--- src/rtl/bus_xbar.sv ---
// N-host to M-device crossbar: fixed-priority arbitration, mask/base address decode,
// one transfer per cycle with the response routed back one cycle after the grant.
module bus_xbar #(
    parameter int NrDevices    = 4,
    parameter int NrHosts      = 2,
    parameter int DataWidth    = 32,
    parameter int AddressWidth = 32
) (
    input  logic                                      clk_i,
    input  logic                                      rst_i,

    input  logic [NrHosts-1:0]                        host_req_i,
    output logic [NrHosts-1:0]                        host_gnt_o,
    input  logic [NrHosts-1:0][AddressWidth-1:0]      host_addr_i,
    input  logic [NrHosts-1:0]                        host_we_i,
    input  logic [NrHosts-1:0][DataWidth/8-1:0]       host_be_i,
    input  logic [NrHosts-1:0][DataWidth-1:0]         host_wdata_i,
    output logic [NrHosts-1:0]                        host_rvalid_o,
    output logic [NrHosts-1:0][DataWidth-1:0]         host_rdata_o,
    output logic [NrHosts-1:0]                        host_err_o,

    output logic [NrDevices-1:0]                      device_req_o,
    output logic [NrDevices-1:0][AddressWidth-1:0]    device_addr_o,
    output logic [NrDevices-1:0]                      device_we_o,
    output logic [NrDevices-1:0][DataWidth/8-1:0]     device_be_o,
    output logic [NrDevices-1:0][DataWidth-1:0]       device_wdata_o,
    input  logic [NrDevices-1:0]                      device_rvalid_i,
    input  logic [NrDevices-1:0][DataWidth-1:0]       device_rdata_i,
    input  logic [NrDevices-1:0]                      device_err_i,

    input  logic [NrDevices-1:0][AddressWidth-1:0]    cfg_device_addr_base,
    input  logic [NrDevices-1:0][AddressWidth-1:0]    cfg_device_addr_mask
);

    localparam int HostIdxW = (NrHosts   > 1) ? $clog2(NrHosts)   : 1;
    localparam int DevIdxW  = (NrDevices > 1) ? $clog2(NrDevices) : 1;

    logic                    any_req;
    logic [HostIdxW-1:0]     host_sel_d;
    logic                    dev_hit;
    logic [DevIdxW-1:0]      dev_sel_d;
    logic [AddressWidth-1:0] win_addr;
    logic                    win_we;
    logic [DataWidth/8-1:0]  win_be;
    logic [DataWidth-1:0]    win_wdata;

    logic                    pend_q;
    logic [HostIdxW-1:0]     host_sel_q;
    logic [DevIdxW-1:0]      dev_sel_q;
    logic                    derr_q;

    // Arbitration: scanning downwards leaves the lowest-indexed requester selected.
    always_comb begin
        // NOTE: every always_comb output gets a default first so no path can infer a latch.
        any_req    = 1'b0;
        host_sel_d = '0;
        for (int h = NrHosts - 1; h >= 0; h--) begin
            if (host_req_i[h]) begin
                any_req    = 1'b1;
                host_sel_d = HostIdxW'(h);
            end
        end
    end

    always_comb begin
        win_addr  = '0;
        win_we    = 1'b0;
        win_be    = '0;
        win_wdata = '0;
        if (any_req) begin
            win_addr  = host_addr_i[host_sel_d];
            win_we    = host_we_i[host_sel_d];
            win_be    = host_be_i[host_sel_d];
            win_wdata = host_wdata_i[host_sel_d];
        end
    end

    // Decode: overlapping regions resolve to the lowest device index.
    always_comb begin
        dev_hit   = 1'b0;
        dev_sel_d = '0;
        for (int d = NrDevices - 1; d >= 0; d--) begin
            if ((win_addr & cfg_device_addr_mask[d]) == cfg_device_addr_base[d]) begin
                dev_hit   = 1'b1;
                dev_sel_d = DevIdxW'(d);
            end
        end
    end

    always_comb begin
        host_gnt_o   = '0;
        device_req_o = '0;
        if (any_req) begin
            host_gnt_o[host_sel_d] = 1'b1;
            if (dev_hit) begin
                device_req_o[dev_sel_d] = 1'b1;
            end
        end
        for (int d = 0; d < NrDevices; d++) begin
            device_addr_o[d]  = win_addr;
            device_we_o[d]    = win_we;
            device_be_o[d]    = win_be;
            device_wdata_o[d] = win_wdata;
        end
    end

    // derr_q tracks pend_q so a stale decode error never produces a spurious response.
    always_ff @(posedge clk_i) begin
        // NOTE: sequential state uses non-blocking assignments so all registers update together.
        if (rst_i) begin
            pend_q     <= 1'b0;
            host_sel_q <= '0;
            dev_sel_q  <= '0;
            derr_q     <= 1'b0;
        end else begin
            pend_q <= any_req;
            derr_q <= any_req & ~dev_hit;
            if (any_req) begin
                host_sel_q <= host_sel_d;
                dev_sel_q  <= dev_sel_d;
            end
        end
    end

    always_comb begin
        host_rvalid_o = '0;
        host_err_o    = '0;
        if (derr_q) begin
            host_rvalid_o[host_sel_q] = 1'b1;
            host_err_o[host_sel_q]    = 1'b1;
        end else begin
            host_rvalid_o[host_sel_q] = pend_q & device_rvalid_i[dev_sel_q];
            host_err_o[host_sel_q]    = pend_q & device_err_i[dev_sel_q];
        end
        for (int h = 0; h < NrHosts; h++) begin
            host_rdata_o[h] = derr_q ? '0 : device_rdata_i[dev_sel_q];
        end
    end

endmodule

--- config.mk ---
export PLATFORM = sky130hd
export DESIGN_NAME = bus_xbar
export DESIGN_NICKNAME = d
export VERILOG_FILES = /design/src/rtl/bus_xbar.sv
export SDC_FILE = /design/constraint.sdc
export NUM_CORES = 1
export LEC_CHECK = 0
export BUFFER_PORTS_ARGS = -buffer_cell sky130_fd_sc_hd__buf_2
export CORE_AREA = 2 2 347 349
export CTS_CLUSTER_DIAMETER = 60
export CTS_CLUSTER_SIZE = 12
export DETAILED_ROUTE_END_ITERATION = 7
export DIE_AREA = 0 0 349 351
export GPL_TIMING_DRIVEN = 0
export PLACE_DENSITY = 0.3
export SLEW_MARGIN = 10
export SYNTH_ARGS = -nofsm -noshare
export SYNTH_HDL_FRONTEND = slang
export SYNTH_SLANG_ARGS = --single-unit
--- constraint.sdc ---
create_clock -name clk_i -period 2.2 [get_ports clk_i]
set_input_delay 0.11 -clock clk_i [delete_from_list [all_inputs] [get_ports clk_i]]
set_output_delay 0.11 -clock clk_i [all_outputs]
set_load 0.1 [all_outputs]
==> flow_summary.toml, run 1 <==
[timing]
fin_skew_ps = 0
final.period_utilization = 1.46
relSlewSlack = 0.442
worst_slew_pin_slew_ps = 834
max_freq_ghz = 0.311
hold_violations = 0
whs_ps = 197
rsz0062_at_grt = "true"
setup_slack_ps = -1020
maxSlewViolCount = 0
setup_viol = 7
fin_crit_ps = 3220

[critical_path]
worstSetupEndpointType = "output pin"
arrival_ps = 3110
critPathKind = "primary input to output pin"
path_max_fanout = 7
critPathRequiredTime_ps = 2090
critPathLaunchType = "primary input"
r2r_slack_ps = 1110

[placement]
hpwl_um = 83100
gp_congestion = 0.806
port_buffers = 882

[routing]
wl_um = 95100
drt_iter0_drc = 701
drcViolationCount = 0
viasPerCell = 3.54
vias = 12200
ant_nets = 0
wire_per_inst_um = 27.5
first_pass_iters = 5

[floorplanning]
die_x_um = 349
pin_count = 884
die_area_mm2 = 0.122
die_h_um = 351
row_count = 127
start_util = 0.0643
core_area_mm2 = 0.119

[clock_network]
clk_pin_slew_ps = 40
cts_buffer_depth = 2
cts_hold_buf = 0
cts_tree = "done"
cts_sinks = 5
h-tree-depth = 1
root_buffer = "clkbuf_16"
cts_made_buffers = 3
clk_latency_ps = 240

[synth]
ys_seq_area_frac = 0.0131
synth_warnings = 0
synth.avg_cell_area_um2 = 7.85
synth_seq_cells = 5
synth_cell_type_count = 38
async_flop_share = 0
syn_area_mm2 = 0.00766
synth.top_cell.area_share = 0.238
synth-edff-count = 0
synth.area.top_cells = "buf_4, mux4_2, o211a_1, a311oi_1, and3_1"
syn-num-nets = 1509
synth_commonest_cells = "buf_4, a311oi_1, and3_1, o211a_1, nand3_1"
synth_top_area_cell = "buf_4"
synth_ff_type = "dfxtp_1"
syn_inst = 975
post-synth-top-count-cell = "buf_4"

[layout]
register_area_um2 = 108
fillerInstances = 13800
syn_to_final_growth_pct = 119
multi_input_area_mm2 = 0.00647
final_nets = 2421
final_util = 0.141
layout-drive-gt1-share = 0.749

[status]
run_status = "finished, violations left"
violations = "negative setup slack"

[grt]
grt_max_degree = 12
grt_pass1_wl_um = 118000
antenna_found_initial = 94
overflow = 0
grt_pass1_vias = 11900
grtUsageTotal = 0.145

[hold_path]
hp-class = "primary input to flip-flop"

[power_and_ir_drop]
finalPower_uw = 7570
power.density_mw_per_mm2 = 451
seqPwrFrac = 0.014
power_frac_clock = 0.042
power.switching_uw = 5300
vdd_ir_drop_max_v = 0.000274
swShare = 0.701
p_leak_uw = 0.00888
p_int_uw = 2260
combPwrFrac = 0.945

[flow_run]
max-cap-violations = 0
## repair_timing
action                                  in CTS  in global routing
gates cloned                                 1                  0
endpoints found under the hold margin        0                  0
endpoints found under the setup margin     330                 25
resized for setup                          411                 37
setup buffers                               25                  3
pin swaps                                   40                 16
## per-stage QoR
step / TNS [ps] / setup WS, ps / instances / area (um^2)
5_1_grt: -5210 / -950 / 3438 / 16700
4_1_cts: -4520 / -868 / 3432 / 16600
3_5_place_dp: -213240 / -2530 / 3405 / 14800
6_report: -5510 / -1020 / 3455 / 16800
2_1_floorplan: -945 / -256 / 975 / 8400
3_3_place_gp: -207330 / -2820 / 3405 / 14800
## power groups by stage
stage,clock network (uW),registers (uW),logic [uW]
2_1_floorplan,0,100,4970
3_3_place_gp,0,108,6750
3_5_place_dp,0,108,6740
4_1_cts,332,108,7170
5_1_grt,335,107,7380
6_report,315,105,7150
## critical path, stage by stage
cell and delay, ps:
buf_12 110, clkbuf_16 170, and3b_2 270, o21ai_4 390, xor2_1 180, nand4_1 460, or4_4 720, o211ai_1 240
buf_4 190, nor2_4 50, buf_12 180
## flip-flops by register name (all words and copies together), names as in the netlist
signal and flops:
dev_sel_q 2, derr_q 1, pend_q 1, host_sel_q 1
## layout by cell type (no fill, tap or decap), types with 4 or more instances in the layout
master     count
buf_2        721
buf_4        334
buf_6         80
o211a_1       72
and3_1        71
a311oi_1      52
nand3_1       47
mux4_2        34
nor2b_4       32
or2_2         32
a22o_4        30
and2_1        30
and3b_1       28
xor2_1        27
o211ai_1      25
buf_12        24
nand4b_1      24
a21o_1        24
o21ai_1       24
diode_2       21
o22ai_1       17
a311oi_2      16
buf_8         15
clkbuf_4      11
nand4_1       11
clkbuf_16     10
a22o_2         7
o22ai_2        6
nor2_1         5
nor4_4         5
nor4_1         5
xor2_2         5
o21ai_2        5
nor4_2         4
a311oi_4       4
and3b_2        4
## cell families after synthesis
logic type,synth area share
xor gates and xnor gates,0.0366
and+or+nand+nor,0.269
DFF,0.0131
muxes,0.100
buffers and inverters,0.270
AOI/OAI and AO/OA,0.311
## cell type report
cell class | count | area share
clock buffers | 3 | 0.00448
diodes | 21 | 0.00314
plain buffers | 292 | 0.158
clock inverters | 1 | 0.000299
multi-input cells | 674 | 0.386
well taps | 1548 | 0.116
flip-flops and latches | 5 | 0.00642
repair buffers | 910 | 0.326
inverters | 1 | 0.000224
## layer usage
layer,track usage,up-vias,wire length (um),part of all wire
li1,-,5468,-,-
met1,0.182,5845,39400,0.41
met5,0,-,377,0.0040
met4,0.0105,58,922,0.0097
met3,0.0451,128,8650,0.091
met2,0.251,729,45700,0.48
## worst paths after layout
kind | endpoint | from | cells past startpoint
max reg2reg | dev_sel_q[0] | dev_sel_q[0] | 5
min reg2reg | host_sel_q | host_sel_q | 2
max | device_req_o[2] | host_req_i[1] | 11
min | dev_sel_q[0] | rst_i | 2
No activity file was read; power rests on OpenSTA's default activity.
==> run 2, diff against run 1 <==
Settings changed: RECOVER_POWER set to 100, SETUP_SLACK_MARGIN set to 0.3.
==> flow_summary.toml, run 2 (synthesis results as in run 1) <==
[placement]
placed_cell_area_mm2 = 0.0154
port_buffers = 882
hpwl_um = 83700
gp_congestion = 0.808

[flow_run]
max-cap-violations = 0

[grt]
antenna_found_initial = 70
grtUsageTotal = 0.148
overflow = 0
grt_max_degree = 11
grt_pass1_vias = 12200
grt_pass1_wl_um = 121000

[clock_network]
root_buffer = "clkbuf_16"
clk_latency_ps = 230
clk_pin_slew_ps = 30
h-tree-depth = 1
cts_made_buffers = 3
cts_buffer_depth = 2
cts_tree = "done"
cts_hold_buf = 0
cts_sinks = 5

[power_and_ir_drop]
finalPower_uw = 8500
p_int_uw = 3010
swShare = 0.646
power_frac_clock = 0.035
power.density_mw_per_mm2 = 433
vdd_ir_drop_max_v = 0.000249
seqPwrFrac = 0.013
power.switching_uw = 5490
p_leak_uw = 0.00984
combPwrFrac = 0.952

[hold_path]
min_from = "rst_i"
holdPathEnd = "derr_q"
hp-class = "primary input to flip-flop"
worstHoldPathCells = 2

[routing]
wl_um = 97600
drcViolationCount = 0
drt_iter0_drc = 619
ant_nets = 0
vias = 12500
wire_per_inst_um = 27.9
first_pass_iters = 5
wl_met3_um = 8380
route.met2.wl_um = 47800
viasPerCell = 3.56
met1_length_um = 40000
top_layer = "met5"

[timing]
worst_slew_pin_slew_ps = 1160
final.period_utilization = 1.35
max_freq_ghz = 0.337
maxSlewViolCount = 0
rsz0062_at_grt = "true"
relSlewSlack = 0.228
setup_slack_ps = -769
hold_violations = 0
fin_crit_ps = 2970
fin_skew_ps = 0
setup_viol = 65

[floorplanning]
die_x_um = 349
die_h_um = 351
core_area_mm2 = 0.119
die_area_mm2 = 0.122
row_count = 127
pin_count = 884
start_util = 0.0643

[layout]
syn_to_final_growth_pct = 156
fin_area_mm2 = 0.0196
largest_reg_flops = 2
regMostFlops = "dev_sel_q"
final_nets = 2459
layout-drive-gt1-share = 0.749
final_common_cell = "buf_2"
layout_common_cells = "buf_2, buf_4, buf_12"

[critical_path]
critPathSlowestCell = "or4_4"
r2r_slack_ps = 900
crit_top_cell = "buf_12"
critPathRequiredTime_ps = 2090
arrival_ps = 2860
rr_startpoint = "dev_sel_q[0]"
r2r-end = "dev_sel_q[0]"
critPathKind = "primary input to output pin"
worstSetupEndpointType = "output pin"
critPathMaxStageDelay_ps = 620
path_max_fanout = 10
critPathLaunchType = "primary input"
path_cells = "buf_12 > clkbuf_4 > and3b_1 > o21ai_1 > xor2_1 > nand4_1 > or4_4 > o211ai_1 > buf_4 > nor3_4 > buf_12"
r2r_cells = 5

[status]
run_status = "finished, violations left"
violations = "negative setup slack"
[run 2: through the flow]
| step | hold WS (ps) | setup slack, ps | std cells | setup TNS [ps] | utilization |
|---|---|---|---|---|---|
| final | 169 | -769 | 3496 | -13040 | 0.165 |
| after global routing | 194 | -880 | 3475 | -24520 | 0.164 |
| after CTS | 184 | -835 | 3451 | -7530 | 0.154 |
| after detailed placement | 411 | -2510 | 3406 | -156820 | 0.130 |
| after global placement | 408 | -3200 | 3405 | -157060 | 0.130 |
| after floorplan | 182 | -255 | 975 | -676 | - |
[run 2: timing repair]
action | 4_1_cts | 5_1_grt
endpoints found under the setup margin | 349 | 230
buffers inserted | 37 | 16
pin swaps | 46 | 33
cloned | 4 | 5
gates resized for setup | 607 | 558
[run 2: final cells by class]
type	count	area, um^2
buffer	295	3280
multi-input combinational	674	6520
sequential	5	103
clock buffer	4	78.8
tap	1548	1940
fill	13500	99400
timing repair buffer	945	7660
antenna	24	60.1
inverter	1	3.75
[run 2: power groups by stage]
stage | clock, uW | sequential, uW | combinational (uW)
finish | 298 | 110 | 8090
global route | 310 | 111 | 8350
CTS | 302 | 109 | 7770
detailed placement | 0 | 110 | 6950
global placement | 0 | 110 | 6960
floorplan | 0 | 101 | 5180
[run 2: worst max path at each step]
stage                  start              end  slack (ps)  cells past startpoint
6_report       host_req_i[1]  device_req_o[3]        -770                     11
3_3_place_gp   host_req_i[0]  device_req_o[3]       -3200                     10
5_1_grt        host_req_i[0]  device_req_o[2]        -880                     11
4_1_cts        host_req_i[1]  device_req_o[3]        -840                     11
2_1_floorplan  host_req_i[0]  device_req_o[3]        -250                     11
3_5_place_dp   host_req_i[1]  device_req_o[3]       -2510                     10
[run 2: critical path: cells and delay by family]
family | cells | cell delay, ps
buf+inv | 4 | 740
xor+xnor | 1 | 450
compound gates | 2 | 340
simple gates | 4 | 1190
[run 2: routing by layer]
layer  vias up  GRT usage
met1      6078      0.183
met2       668      0.260
met3       102     0.0449
met5         -          0
li1       5564          -
met4        48     0.0102
